[src/rtl/quadrature_gen.sv]
`default_nettype none
// ============================================================================
// Module      : quadrature_gen
// Description : Quadrature step generator. Queues up/down step commands and
//               plays each one out as a two-phase x/y waveform (idle xy=11).
//               Define QGEN_INDEX_EN to add the z index output.
// Revision    : 1.0 - initial release
// ============================================================================
module quadrature_gen #(
   parameter int PHASE_CYCLES = 4,
   parameter int PEND_W       = 4
) (
   input  logic       clk,
   input  logic       reset,
   input  logic       cmd_valid,
   input  logic       cmd_dir,
   output logic       cmd_ready,
   output logic       x,
   output logic       y,
   output logic       busy,
   output logic [7:0] position
`ifdef QGEN_INDEX_EN
   ,
   output logic       z
`endif
);

   typedef enum logic [2:0] {
      ST_IDLE = 3'd0,
      ST_P1   = 3'd1,
      ST_P2   = 3'd2,
      ST_P3   = 3'd3,
      ST_GAP  = 3'd4
   } state_t;

   localparam logic [7:0]        c_TIMER_LOAD = 8'(PHASE_CYCLES - 1);
   localparam logic [PEND_W-1:0] c_PEND_MAX   = '1;

   state_t            r_state, w_state_nxt;
   logic [7:0]        r_timer, w_timer_nxt;
   logic [PEND_W-1:0] r_pending;
   logic              r_pend_dir;
   logic              r_step_dir;
   logic [7:0]        r_position;
   logic              r_x, r_y;
   logic              w_accept, w_dequeue, w_pos_upd, w_expire, w_dir_nxt;
   logic [1:0]        w_xy_nxt;

   assign cmd_ready = (r_pending != c_PEND_MAX) &&
                      ((r_pending == '0) || (cmd_dir == r_pend_dir));
   assign w_accept  = cmd_valid && cmd_ready;
   assign w_expire  = (r_timer == 8'd0);
   assign w_dir_nxt = w_dequeue ? r_pend_dir : r_step_dir;

   always_ff @(posedge clk or negedge reset) begin
      if (!reset) begin
         r_state <= ST_IDLE;
         r_timer <= 8'd0;
      end else begin
         r_state <= w_state_nxt;
         r_timer <= w_timer_nxt;
      end
   end

   // GAP expiring with work queued chains straight into P1 so back-to-back
   // steps repeat every 4*PHASE_CYCLES cycles with no extra idle cycle.
   always_comb begin
      w_state_nxt = r_state;
      w_timer_nxt = r_timer - 8'd1;
      w_dequeue   = 1'b0;
      w_pos_upd   = 1'b0;
      case (r_state)
         ST_IDLE: begin
            w_timer_nxt = c_TIMER_LOAD;
            if (r_pending != '0) begin
               w_state_nxt = ST_P1;
               w_dequeue   = 1'b1;
            end
         end
         ST_P1: if (w_expire) begin
            w_state_nxt = ST_P2;
            w_timer_nxt = c_TIMER_LOAD;
         end
         ST_P2: if (w_expire) begin
            w_state_nxt = ST_P3;
            w_timer_nxt = c_TIMER_LOAD;
         end
         ST_P3: if (w_expire) begin
            w_state_nxt = ST_GAP;
            w_timer_nxt = c_TIMER_LOAD;
            w_pos_upd   = 1'b1;
         end
         ST_GAP: if (w_expire) begin
            w_timer_nxt = c_TIMER_LOAD;
            if (r_pending != '0) begin
               w_state_nxt = ST_P1;
               w_dequeue   = 1'b1;
            end else begin
               w_state_nxt = ST_IDLE;
            end
         end
         default: begin
            w_state_nxt = ST_IDLE;
            w_timer_nxt = c_TIMER_LOAD;
         end
      endcase
   end

   always_comb begin
      w_xy_nxt = 2'b11;
      case (w_state_nxt)
         ST_P1:   w_xy_nxt = w_dir_nxt ? 2'b10 : 2'b01;
         ST_P2:   w_xy_nxt = 2'b00;
         ST_P3:   w_xy_nxt = w_dir_nxt ? 2'b01 : 2'b10;
         default: w_xy_nxt = 2'b11;
      endcase
   end

   always_ff @(posedge clk or negedge reset) begin
      if (!reset) begin
         r_pending  <= '0;
         r_pend_dir <= 1'b0;
         r_step_dir <= 1'b0;
         r_position <= 8'd0;
         r_x        <= 1'b1;
         r_y        <= 1'b1;
      end else begin
         if (w_accept && !w_dequeue)
            r_pending <= r_pending + PEND_W'(1);
         else if (!w_accept && w_dequeue)
            r_pending <= r_pending - PEND_W'(1);
         if (w_accept)
            r_pend_dir <= cmd_dir;
         r_step_dir <= w_dir_nxt;
         if (w_pos_upd)
            r_position <= r_step_dir ? r_position + 8'd1 : r_position - 8'd1;
         r_x <= w_xy_nxt[1];
         r_y <= w_xy_nxt[0];
      end
   end

`ifdef QGEN_INDEX_EN
   logic r_z;
   // Position is stable through P2, so the wrap test can use its current value.
   always_ff @(posedge clk or negedge reset) begin
      if (!reset)
         r_z <= 1'b0;
      else
         r_z <= (w_state_nxt == ST_P2) &&
                (w_dir_nxt ? (r_position == 8'hFF) : (r_position == 8'h00));
   end
   assign z = r_z;
`endif

   assign x        = r_x;
   assign y        = r_y;
   assign busy     = (r_state != ST_IDLE) || (r_pending != '0);
   assign position = r_position;

endmodule
`default_nettype wire
[config.mk]
export PLATFORM = sky130hd
export DESIGN_NAME = quadrature_gen
export DESIGN_NICKNAME = d
export VERILOG_FILES = /design/src/rtl/quadrature_gen.sv
export SDC_FILE = /design/constraint.sdc
export NUM_CORES = 1
export LEC_CHECK = 0
export ABC_CLOCK_PERIOD_IN_PS = 2200
export CAP_MARGIN = 20
export CORE_MARGIN = 2
export CORE_UTILIZATION = 39
export DETAILED_ROUTE_END_ITERATION = 6
export HOLD_SLACK_MARGIN = 0.02
export PLACE_DENSITY = 0.59
export SLEW_MARGIN = 0
export SYNTH_ARGS = -nofsm -noshare
export SYNTH_HDL_FRONTEND = slang
export SYNTH_SLANG_ARGS = --single-unit
[constraint.sdc]
create_clock -name clk -period 2.2 [get_ports clk]
set_input_delay 0.66 -clock clk [delete_from_list [all_inputs] [get_ports clk]]
set_output_delay 0.66 -clock clk [all_outputs]
set_load 0.01 [all_outputs]
==> results.tsv, run 1 <==
stage	metric	value	unit
final_layout	most frequent cells in the layout	buf_4, dfrtp_1, nand2_1	
sta	clk_skew	8.633	ps
clocking	CTS Buf Count	3	
final_layout	Final nets	232	
synthesis	post-synthesis cell count	170	
synthesis	Post-Syn Nets	186	
setup_path	kind of critical path	flip-flop to flip-flop	
pwr	Pwr Density	1714	nW/um2
drt	Iteration-0 DRC Markers	62	
floorplanning	row cnt	24	
global_route	met2 Use GR	0.2652	
clocking	Clock Latency Late Sink	270	ps
synthesis	Cell Area, Synth	1723	um2
pwr	Worst VDD drop	810.2	uV
place	detailed placer's ending HPWL	2.479	mm
drt	drt pass-1 iters	4	
setup_path	CP arrival	2500	ps
sta	period utilization	1.061	
floorplanning	die area	4965	um2
pwr	Pint	2.245	mW
floorplanning	Core Box Area	4294	um2
floorplanning	Die Y	70.47	um
setup_path	CP max FO	3	
clocking	CTS sink cnt	27	
sta	Slew headroom	0.6140	
pwr	Total Power	3.902	mW
sta	Final Max Slew Viols	0	
clocking	clk slew on worst S/H paths	100	ps
clocking	CTS tree	done	
setup_path	element type at the critical path start	flip-flop	
outcome	status	complete, but fails checks	
synthesis	Yosys reg bits	27	
pwr	Switch Pwr	1.658	mW
place	pre-CTS setup slack	-690.0	ps
clocking	Root Buffer	clkbuf_8	
final_layout	share of layout cells above drive strength 1	0.3581	
final_layout	fin area	2277	um2
global_route	vias in the first global route	1437	
sta	fin crit period	2334	ps
pwr	Seq pwr share	0.248	
global_route	met3 Use GR	0.02453	
floorplanning	initial core utilization	0.4012	
place	port buffer count	15	
floorplanning	I/O pins	16	
global_route	GRT Total Usage	0.1552	
pwr	combinational power share	0.678	
drt	wire per inst	13.42	um
setup_path	crit end category	flip-flop	
global_route	initial antenna violation count	0	
clocking	CTS Hold Bufs	0	
clocking	clock buffer depth	2	
synthesis	Syn Area/Cell	10.13	um2
place	placed inst area	2125	um2
sta	final setup vio count	2	
floorplanning	Die Wd	70.47	um
job	number of max-cap violations	0	
sta	fmax	428.5	MHz
final_layout	Finished Core Util	0.5303	
sta	worst slew pin tran	574.6	ps
drt	Total Wirelength	3.584	mm
synthesis	Synth cell types	46	
drt	routed vias/inst	5.030	
global_route	Most Crowded Layer GR	met2	
synthesis	register area share after synthesis	0.3936	
global_route	largest net degree at the start of global routing	28	
drt	Vias	1343	
sta	Hold Vio Cnt, Final	0	
sta	RSZ-0062 raised after global routing	true	
pwr	Leakage	1.004	nW
clocking	htree depth	1	
final_layout	final antenna diode count	0	
synthesis	synth warn	0	
final_layout	commonest non-fill, non-tap cell in the layout	buf_4	
place	gpl congestion	0.8413	
setup_path	Worst Path Required	2370	ps
final_layout	Layout area overhead	32.17	%
final_layout	Layout fillers	392	
min_path	min-delay worst type	flip-flop to flip-flop	
outcome	failing checks	negative setup slack	
pwr	Sw Share	0.4248	
drt	DRC viols	0	
sta	worst setup margin	-133.8	ps
drt	Routed Antenna Nets	0	
global_route	first-pass GRT wire length	6.279	mm
global_route	GR Util met1	0.1982	
pwr	clock power share	0.074	
global_route	gr ovfl total	0	
sta	WHS	472.2	ps
==> worst max-delay path: stages, from the launching register on <==
cell and delay [ps]:
dfrtp_1 400, inv_2 80, ha_4 130, nor4b_4 240, nand2_2 110, nand2_2 120, nand2_4 70, ha_4 200
inv_4 60, ha_4 180, a21o_1 160, a21oi_2 140, xnor2_1 130, nor2_1 70, xor2_1 130
==> final cells by class <==
type / instances / area, um2 / share of cell area
Multi-Input combinational cell: 131 / 1074 / 0.4714
Inverter: 6 / 25.02 / 0.01099
Clock buffer: 4 / 45.04 / 0.01978
Tap cell: 52 / 65.06 / 0.02857
Sequential cell: 27 / 679.4 / 0.2984
Timing Repair Buffer: 47 / 389.1 / 0.1709
==> state kept, by name (all words and copies together) (netlist names) <==
name / cells
y: 1
r_step_dir: 1
x: 1
r_timer: 8
r_pending: 4
r_pend_dir: 1
position: 8
r_state: 3
==> through the flow <==
| stage | std cells | setup TNS, ps |
|---|---|---|
| after global routing | 267 | -717.3 |
| after CTS | 265 | -88.98 |
| after global placement | 254 | -2351 |
| after detailed placement | 254 | -2549 |
| after floorplan | 170 | -105.6 |
| final | 267 | -229.4 |
==> routing by layer <==
layer / vias up / wire, um / part of all wire
li1: 678 / - / -
met1: 640 / 1727 / 0.48
met2: 21 / 1711 / 0.48
met3: 4 / 100 / 0.028
met4: 0 / 44 / 0.012
met5: - / 0 / 0
==> final timing paths <==
check | start | endpoint | slack (ps) | depth (start not counted)
worst max-delay path | r_timer[1]$_DFF_PN0_ | r_pending[3]$_DFFE_PN0P_ | -130 | 14
worst min-delay path | position[7]$_DFFE_PN0P_ | position[7]$_DFFE_PN0P_ | 470 | 1
worst max register to register | r_timer[1]$_DFF_PN0_ | r_pending[3]$_DFFE_PN0P_ | -130 | 14
worst min register to register | position[7]$_DFFE_PN0P_ | position[7]$_DFFE_PN0P_ | 470 | 1
max in group asynchronous | reset | x$_DFF_PN1_ | 1150 | 2
min in group asynchronous | reset | r_pending[3]$_DFFE_PN0P_ | 750 | 2
==> power by group through the flow <==
stage,clock [mW],combinational [mW],sequential [mW]
after floorplan,0,1.67,1.01
after global placement,0,2.40,0.954
after detailed placement,0,2.47,0.971
after CTS,0.303,2.54,0.965
after global routing,0.314,2.96,0.998
final,0.288,2.65,0.968
==> synth_stat cells (all sizes together) <==
cell / n / share of area
o21bai: 1 / 0.0044
o32ai: 1 / 0.0051
a22oi: 1 / 0.0044
nand3: 5 / 0.015
fa: 2 / 0.023
a221oi: 1 / 0.0051
o211ai: 1 / 0.0044
o21ai: 11 / 0.032
a211oi: 2 / 0.0087
a21oi: 9 / 0.031
nor4b: 1 / 0.014
clkbuf: 2 / 0.010
nand2: 20 / 0.046
buf: 4 / 0.020
nand4b: 1 / 0.014
o2111ai: 1 / 0.0051
nor3: 9 / 0.029
nand3b: 1 / 0.0044
nand2b: 1 / 0.0036
mux2: 4 / 0.031
nor2: 19 / 0.053
nor4: 1 / 0.012
xnor2: 9 / 0.050
or3b: 1 / 0.0051
dfrtp: 25 / 0.36
inv: 6 / 0.013
a21o: 3 / 0.013
dfstp: 2 / 0.031
ha: 10 / 0.073
and2: 4 / 0.016
o311a: 1 / 0.0058
o32a: 1 / 0.0058
xor2: 10 / 0.051
==> timing repair <==
item	CTS	global route
setup buffers	7	4
endpoints found under the setup margin	5	7
pin swaps	3	7
gates resized for setup	10	12
==> cells by family after synthesis <==
logic type / synth area share
simple gates: 0.2121
fa+ha+maj: 0.09586
flops: 0.3936
mux: 0.03050
buf+inv: 0.04284
xor+xnor: 0.1009
compound gates: 0.1242
Power figures use the tool's default switching activity.
==> run 2, diff against run 1 <==
Settings changed: CTS_BUF_LIST set to sky130_fd_sc_hd__clkbuf_4, SKIP_CTS_REPAIR_TIMING set to 1.
==> run 2 against run 1 <==
  * The flow still finishes with violations (negative setup slack)
  * Sequential power rose by 0.4%
  * Total power fell by 3.8%
  * Wire length fell by 6.1%
  * Register-to-register slack got worse by 20 ps
  * Worst setup slack got worse by 25 ps
  * Clock power fell by 19%
  * Utilization fell by 1.4 points
  * Cell area fell by 2.6%
  * First-iteration DRC count fell by 11%
  * Non-clock buffer count fell by 5
  * Critical path depth fell by 3
  * Maximum frequency fell by 1.0%
  * Largest cell class unchanged
  * Largest power group unchanged
==> results.tsv, run 2 (synthesis gave the netlist of run 1 again) <==
stage	metric	value	unit
setup_path	crit end category	flip-flop	
final_layout	Finished Core Util	0.5163	
drt	routed vias/inst	5.046	
sta	fmax	424.0	MHz
sta	RSZ-0062 raised after global routing	true	
drt	drt pass-1 iters	4	
floorplanning	I/O pins	16	
drt	DRC viols	0	
final_layout	commonest non-fill, non-tap cell in the layout	buf_4	
floorplanning	Core Box Area	4294	um2
global_route	gr ovfl total	0	
drt	Vias	1322	
clocking	htree depth	1	
sta	Hold Vio Cnt, Final	0	
pwr	Pwr Density	1694	nW/um2
sta	worst slew pin tran	586.6	ps
setup_path	CP max FO	5	
final_layout	share of layout cells above drive strength 1	0.3286	
drt	Total Wirelength	3.366	mm
clocking	Root Buffer	clkbuf_4	
sta	period utilization	1.072	
global_route	GRT Total Usage	0.1524	
clocking	CTS sink cnt	27	
clocking	clk slew on worst S/H paths	150	ps
floorplanning	row cnt	24	
outcome	status	complete, but fails checks	
clocking	CTS tree	done	
final_layout	Layout fillers	392	
global_route	initial antenna violation count	0	
pwr	combinational power share	0.679	
sta	worst setup margin	-158.4	ps
pwr	Sw Share	0.4234	
outcome	failing checks	negative setup slack	
pwr	Seq pwr share	0.259	
place	detailed placer's ending HPWL	2.479	mm
final_layout	final antenna diode count	0	
drt	wire per inst	12.85	um
sta	Slew headroom	0.6059	
pwr	clock power share	0.062	
place	port buffer count	15	
final_layout	Layout area overhead	28.69	%
global_route	largest net degree at the start of global routing	28	
clocking	Clock Latency Late Sink	330	ps
min_path	min-delay worst type	flip-flop to flip-flop	
place	gpl congestion	0.8413	
setup_path	CP arrival	2600	ps
sta	WHS	478.0	ps
setup_path	kind of critical path	flip-flop to flip-flop	
clocking	CTS Buf Count	3	
job	number of max-cap violations	0	
global_route	vias in the first global route	1355	
sta	fin crit period	2358	ps
pwr	Worst VDD drop	869.4	uV
floorplanning	initial core utilization	0.4012	
floorplanning	Die Wd	70.47	um
floorplanning	die area	4965	um2
clocking	clock buffer depth	2	
sta	Final Max Slew Viols	0	
final_layout	most frequent cells in the layout	buf_4, dfrtp_1, nand2_1	
pwr	Leakage	0.9918	nW
pwr	Total Power	3.756	mW
final_layout	area of the multi-input gates	1055	um2
final_layout	FF/Latch Area	681.9	um2
pwr	Pint	2.166	mW
drt	Iteration-0 DRC Markers	55	
sta	final setup vio count	2	
sta	clk_skew	10.18	ps
final_layout	Final nets	227	
setup_path	element type at the critical path start	flip-flop	
pwr	Switch Pwr	1.590	mW
floorplanning	Die Y	70.47	um
drt	Routed Antenna Nets	0	
setup_path	Worst Path Required	2440	ps
global_route	first-pass GRT wire length	6.072	mm
run 2: area by class of cell:
cell class | count | area share
multi-input combinational | 131 | 0.4757
sequential | 27 | 0.3076
clock buffer | 4 | 0.01354
inverter | 6 | 0.01129
timing repair buffer | 42 | 0.1625
tap | 52 | 0.02935
run 2: power groups by stage:
stage / sequential [mW] / clock [mW] / combinational, mW
4_1_cts: 0.958 / 0.247 / 2.49
3_5_place_dp: 0.971 / 0 / 2.47
6_report: 0.972 / 0.234 / 2.55
3_3_place_gp: 0.954 / 0 / 2.40
5_1_grt: 1.01 / 0.266 / 2.88
2_1_floorplan: 1.01 / 0 / 1.67
run 2: routing by layer:
metal  track usage  vias to the layer above  part of all wire
met5             0                        -                 0
met3       0.02020                        6             0.025
li1              -                      670                 -
met4       0.06410                        0             0.022
met1        0.1991                      627              0.48
met2        0.2526                       19              0.48
run 2: metrics by stage:
stage / setup slack [ps] / instances / area, um2 / TNS [ps]
2_1_floorplan: -105.6 / 170 / 1788 / -105.6
3_3_place_gp: -631.2 / 254 / 2125 / -2351
3_5_place_dp: -690.0 / 254 / 2125 / -2549
4_1_cts: -598.8 / 258 / 2155 / -1455
5_1_grt: -301.3 / 262 / 2217 / -511.4
6_report: -158.4 / 262 / 2217 / -247.2
run 2: path summary, 6_finish.rpt:
path | start | to | slack (ps) | cells past startpoint
max | r_pending[2]$_DFFE_PN0P_ | r_pending[3]$_DFFE_PN0P_ | -160 | 11
min | position[7]$_DFFE_PN0P_ | position[7]$_DFFE_PN0P_ | 480 | 1
max reg2reg | r_pending[2]$_DFFE_PN0P_ | r_pending[3]$_DFFE_PN0P_ | -160 | 11
min reg2reg | position[7]$_DFFE_PN0P_ | position[7]$_DFFE_PN0P_ | 480 | 1
max in group asynchronous | reset | x$_DFF_PN1_ | 1220 | 2
min in group asynchronous | reset | position[3]$_DFFE_PN0P_ | 670 | 2
run 2: worst max-delay path, cell delays in order (launching register included):
cell,delay [ps]
dfrtp_1,520
nor4_4,70
nor3_1,470
nand2_4,110
ha_4,200
inv_4,60
ha_4,180
a21o_1,160
a21oi_2,140
xnor2_1,130
nor2_1,70
xor2_1,150
==> run 3, diff against run 2 <==
Settings changed: CELL_PAD_IN_SITES_DETAIL_PLACEMENT set to 1, CELL_PAD_IN_SITES_GLOBAL_PLACEMENT set to 2, CORE_UTILIZATION 39 to 34, GPL_TIMING_DRIVEN set to 1, PLACE_DENSITY 0.59 to 0.76, SLEW_MARGIN 0 to 5.
==> run 3 against run 2 <==
  * Clock power increased by 2%
  * Clock skew down 1.8 ps
  * Final cell count rose by 6.9%
  * Sequential share of layout area down 0.55 points
  * The run still ends with negative setup slack left
  * Worst hold slack gained 14 ps
  * Maximum frequency rose by 0.49%
  * Clock-buffer cell count stayed put
  * Worst setup slack better by 12 ps
  * Critical path depth up 3
  * Critical path type unchanged
  * Die area grew 14%
  * First-iteration DRC count down 44%
  * Cell area grew 1.8%
  * Critical endpoint unchanged
==> results.tsv, run 3 (synthesis gave the netlist of run 1 again) <==
stage	metric	value	unit
outcome	status	complete, but fails checks	
outcome	failing checks	negative setup slack	
clocking	Clock Latency Late Sink	330	ps
clocking	htree depth	1	
final_layout	Final Instance Count excl. Fillers	280	
floorplanning	Core Box Area	4817	um2
pwr	Total Power	3.877	mW
global_route	first-pass GRT wire length	6.672	mm
drt	drt pass-1 iters	4	
sta	final setup vio count	2	
drt	Iteration-0 DRC Markers	31	
place	port buffer count	15	
clocking	CTS sink cnt	27	
global_route	largest net degree at the start of global routing	28	
drt	DRC viols	0	
floorplanning	initial core utilization	0.3577	
sta	Slew headroom	0.6937	
sta	Final Max Slew Viols	0	
setup_path	Worst Path Required	2430	ps
sta	RSZ-0062 raised after global routing	true	
pwr	Seq pwr share	0.253	
sta	final setup TNS	-225.8	ps
place	DP Cell Count	271	
drt	wire per inst	14.18	um
final_layout	final antenna diode count	0	
pwr	Sw Share	0.4325	
final_layout	Final nets	230	
floorplanning	die area	5653	um2
drt	Routed Antenna Nets	0	
drt	routed vias/inst	4.871	
clocking	clock buffer depth	2	
sta	WHS	491.6	ps
place	detailed placer's ending HPWL	3.060	mm
sta	clk_skew	8.421	ps
pwr	combinational power share	0.685	
clocking	CTS tree	done	
clocking	CTS Buf Count	3	
global_route	initial antenna violation count	0	
global_route	GRT Total Usage	0.1542	
setup_path	crit end category	flip-flop	
drt	Vias	1364	
setup_path	CP arrival	2580	ps
final_layout	Layout area overhead	31.01	%
pwr	Switch Pwr	1.677	mW
final_layout	share of layout cells above drive strength 1	0.3474	
final_layout	Layout fillers	566	
pwr	Pint	2.200	mW
drt	Total Wirelength	3.969	mm
place	gpl congestion	0.8111	
pwr	Worst VDD drop	772.1	uV
setup_path	element type at the critical path start	flip-flop	
sta	period utilization	1.067	
global_route	vias in the first global route	1493	
final_layout	Finished Core Util	0.4686	
pwr	clock power share	0.061	
final_layout	commonest non-fill, non-tap cell in the layout	buf_4	
job	number of max-cap violations	0	
clocking	clk slew on worst S/H paths	160	ps
pwr	Pwr Density	1718	nW/um2
sta	Hold Vio Cnt, Final	0	
clocking	Root Buffer	clkbuf_4	
sta	fmax	426.1	MHz
floorplanning	row cnt	25	
setup_path	CP max FO	3	
sta	worst setup margin	-146.9	ps
sta	fin crit period	2347	ps
global_route	gr ovfl total	0	
final_layout	most frequent cells in the layout	buf_4, dfrtp_1, nand2_1	
pwr	Leakage	0.9988	nW
floorplanning	Die Y	75.19	um
sta	worst slew pin tran	455.9	ps
min_path	min-delay worst type	flip-flop to flip-flop	
floorplanning	I/O pins	16	
setup_path	kind of critical path	flip-flop to flip-flop	
floorplanning	Die Wd	75.19	um
-- run 3: routing by layer --
layer / track usage / vias up / wire length, um
li1: - / 673 / -
met3: 0.02142 / 4 / 62
met4: 0.04873 / 0 / 36
met2: 0.2710 / 12 / 2009
met1: 0.1960 / 675 / 1860
met5: 0 / - / 0
-- run 3: final timing paths --
path                                    startpoint                        to  slack, ps  cells after the start
min in group asynchronous                    reset      r_timer[1]$_DFF_PN0_        690                      2
max                           r_timer[0]$_DFF_PN0_  r_pending[3]$_DFFE_PN0P_       -150                     14
max in group asynchronous                    reset               y$_DFF_PN1_       1200                      2
min reg2reg                position[7]$_DFFE_PN0P_   position[7]$_DFFE_PN0P_        490                      1
max reg2reg                   r_timer[0]$_DFF_PN0_  r_pending[3]$_DFFE_PN0P_       -150                     14
min                        position[7]$_DFFE_PN0P_   position[7]$_DFFE_PN0P_        490                      1
-- run 3: critical path: stages (launching register included) --
cell and delay, ps:
dfrtp_1 430, inv_2 90, ha_4 140, nor4b_4 220, nand2_2 120, nand2_4 90, nand2_4 60, ha_4 200
inv_4 70, ha_4 190, a21o_1 160, a21oi_2 140, xnor2_1 130, nor2_1 80, xor2_1 160
-- run 3: final cells by class --
class / count / area (um2) / area share
Timing Repair Buffer: 45 / 375.4 / 0.1663
Tap cell: 67 / 83.83 / 0.03714
Multi-Input combinational cell: 131 / 1061 / 0.4701
Inverter: 6 / 25.02 / 0.01109
Clock buffer: 4 / 30.03 / 0.01330
Sequential cell: 27 / 681.9 / 0.3021
-- run 3: per-stage QoR --
step	worst slack, ps	cell area (um2)
after floorplan	-105.6	1788
final	-146.9	2257
after detailed placement	-727.3	2158
after CTS	-620.3	2188
after global placement	-640.5	2158
after global routing	-327.5	2257
-- run 3: power groups by stage --
stage               clock network [mW]  registers [mW]  logic, mW
finish                           0.238           0.983       2.66
global placement                     0           0.969       2.44
detailed placement                   0           0.991       2.56
CTS                              0.256           0.977       2.58
floorplan                            0            1.01       1.67
global route                     0.264            1.02       2.98
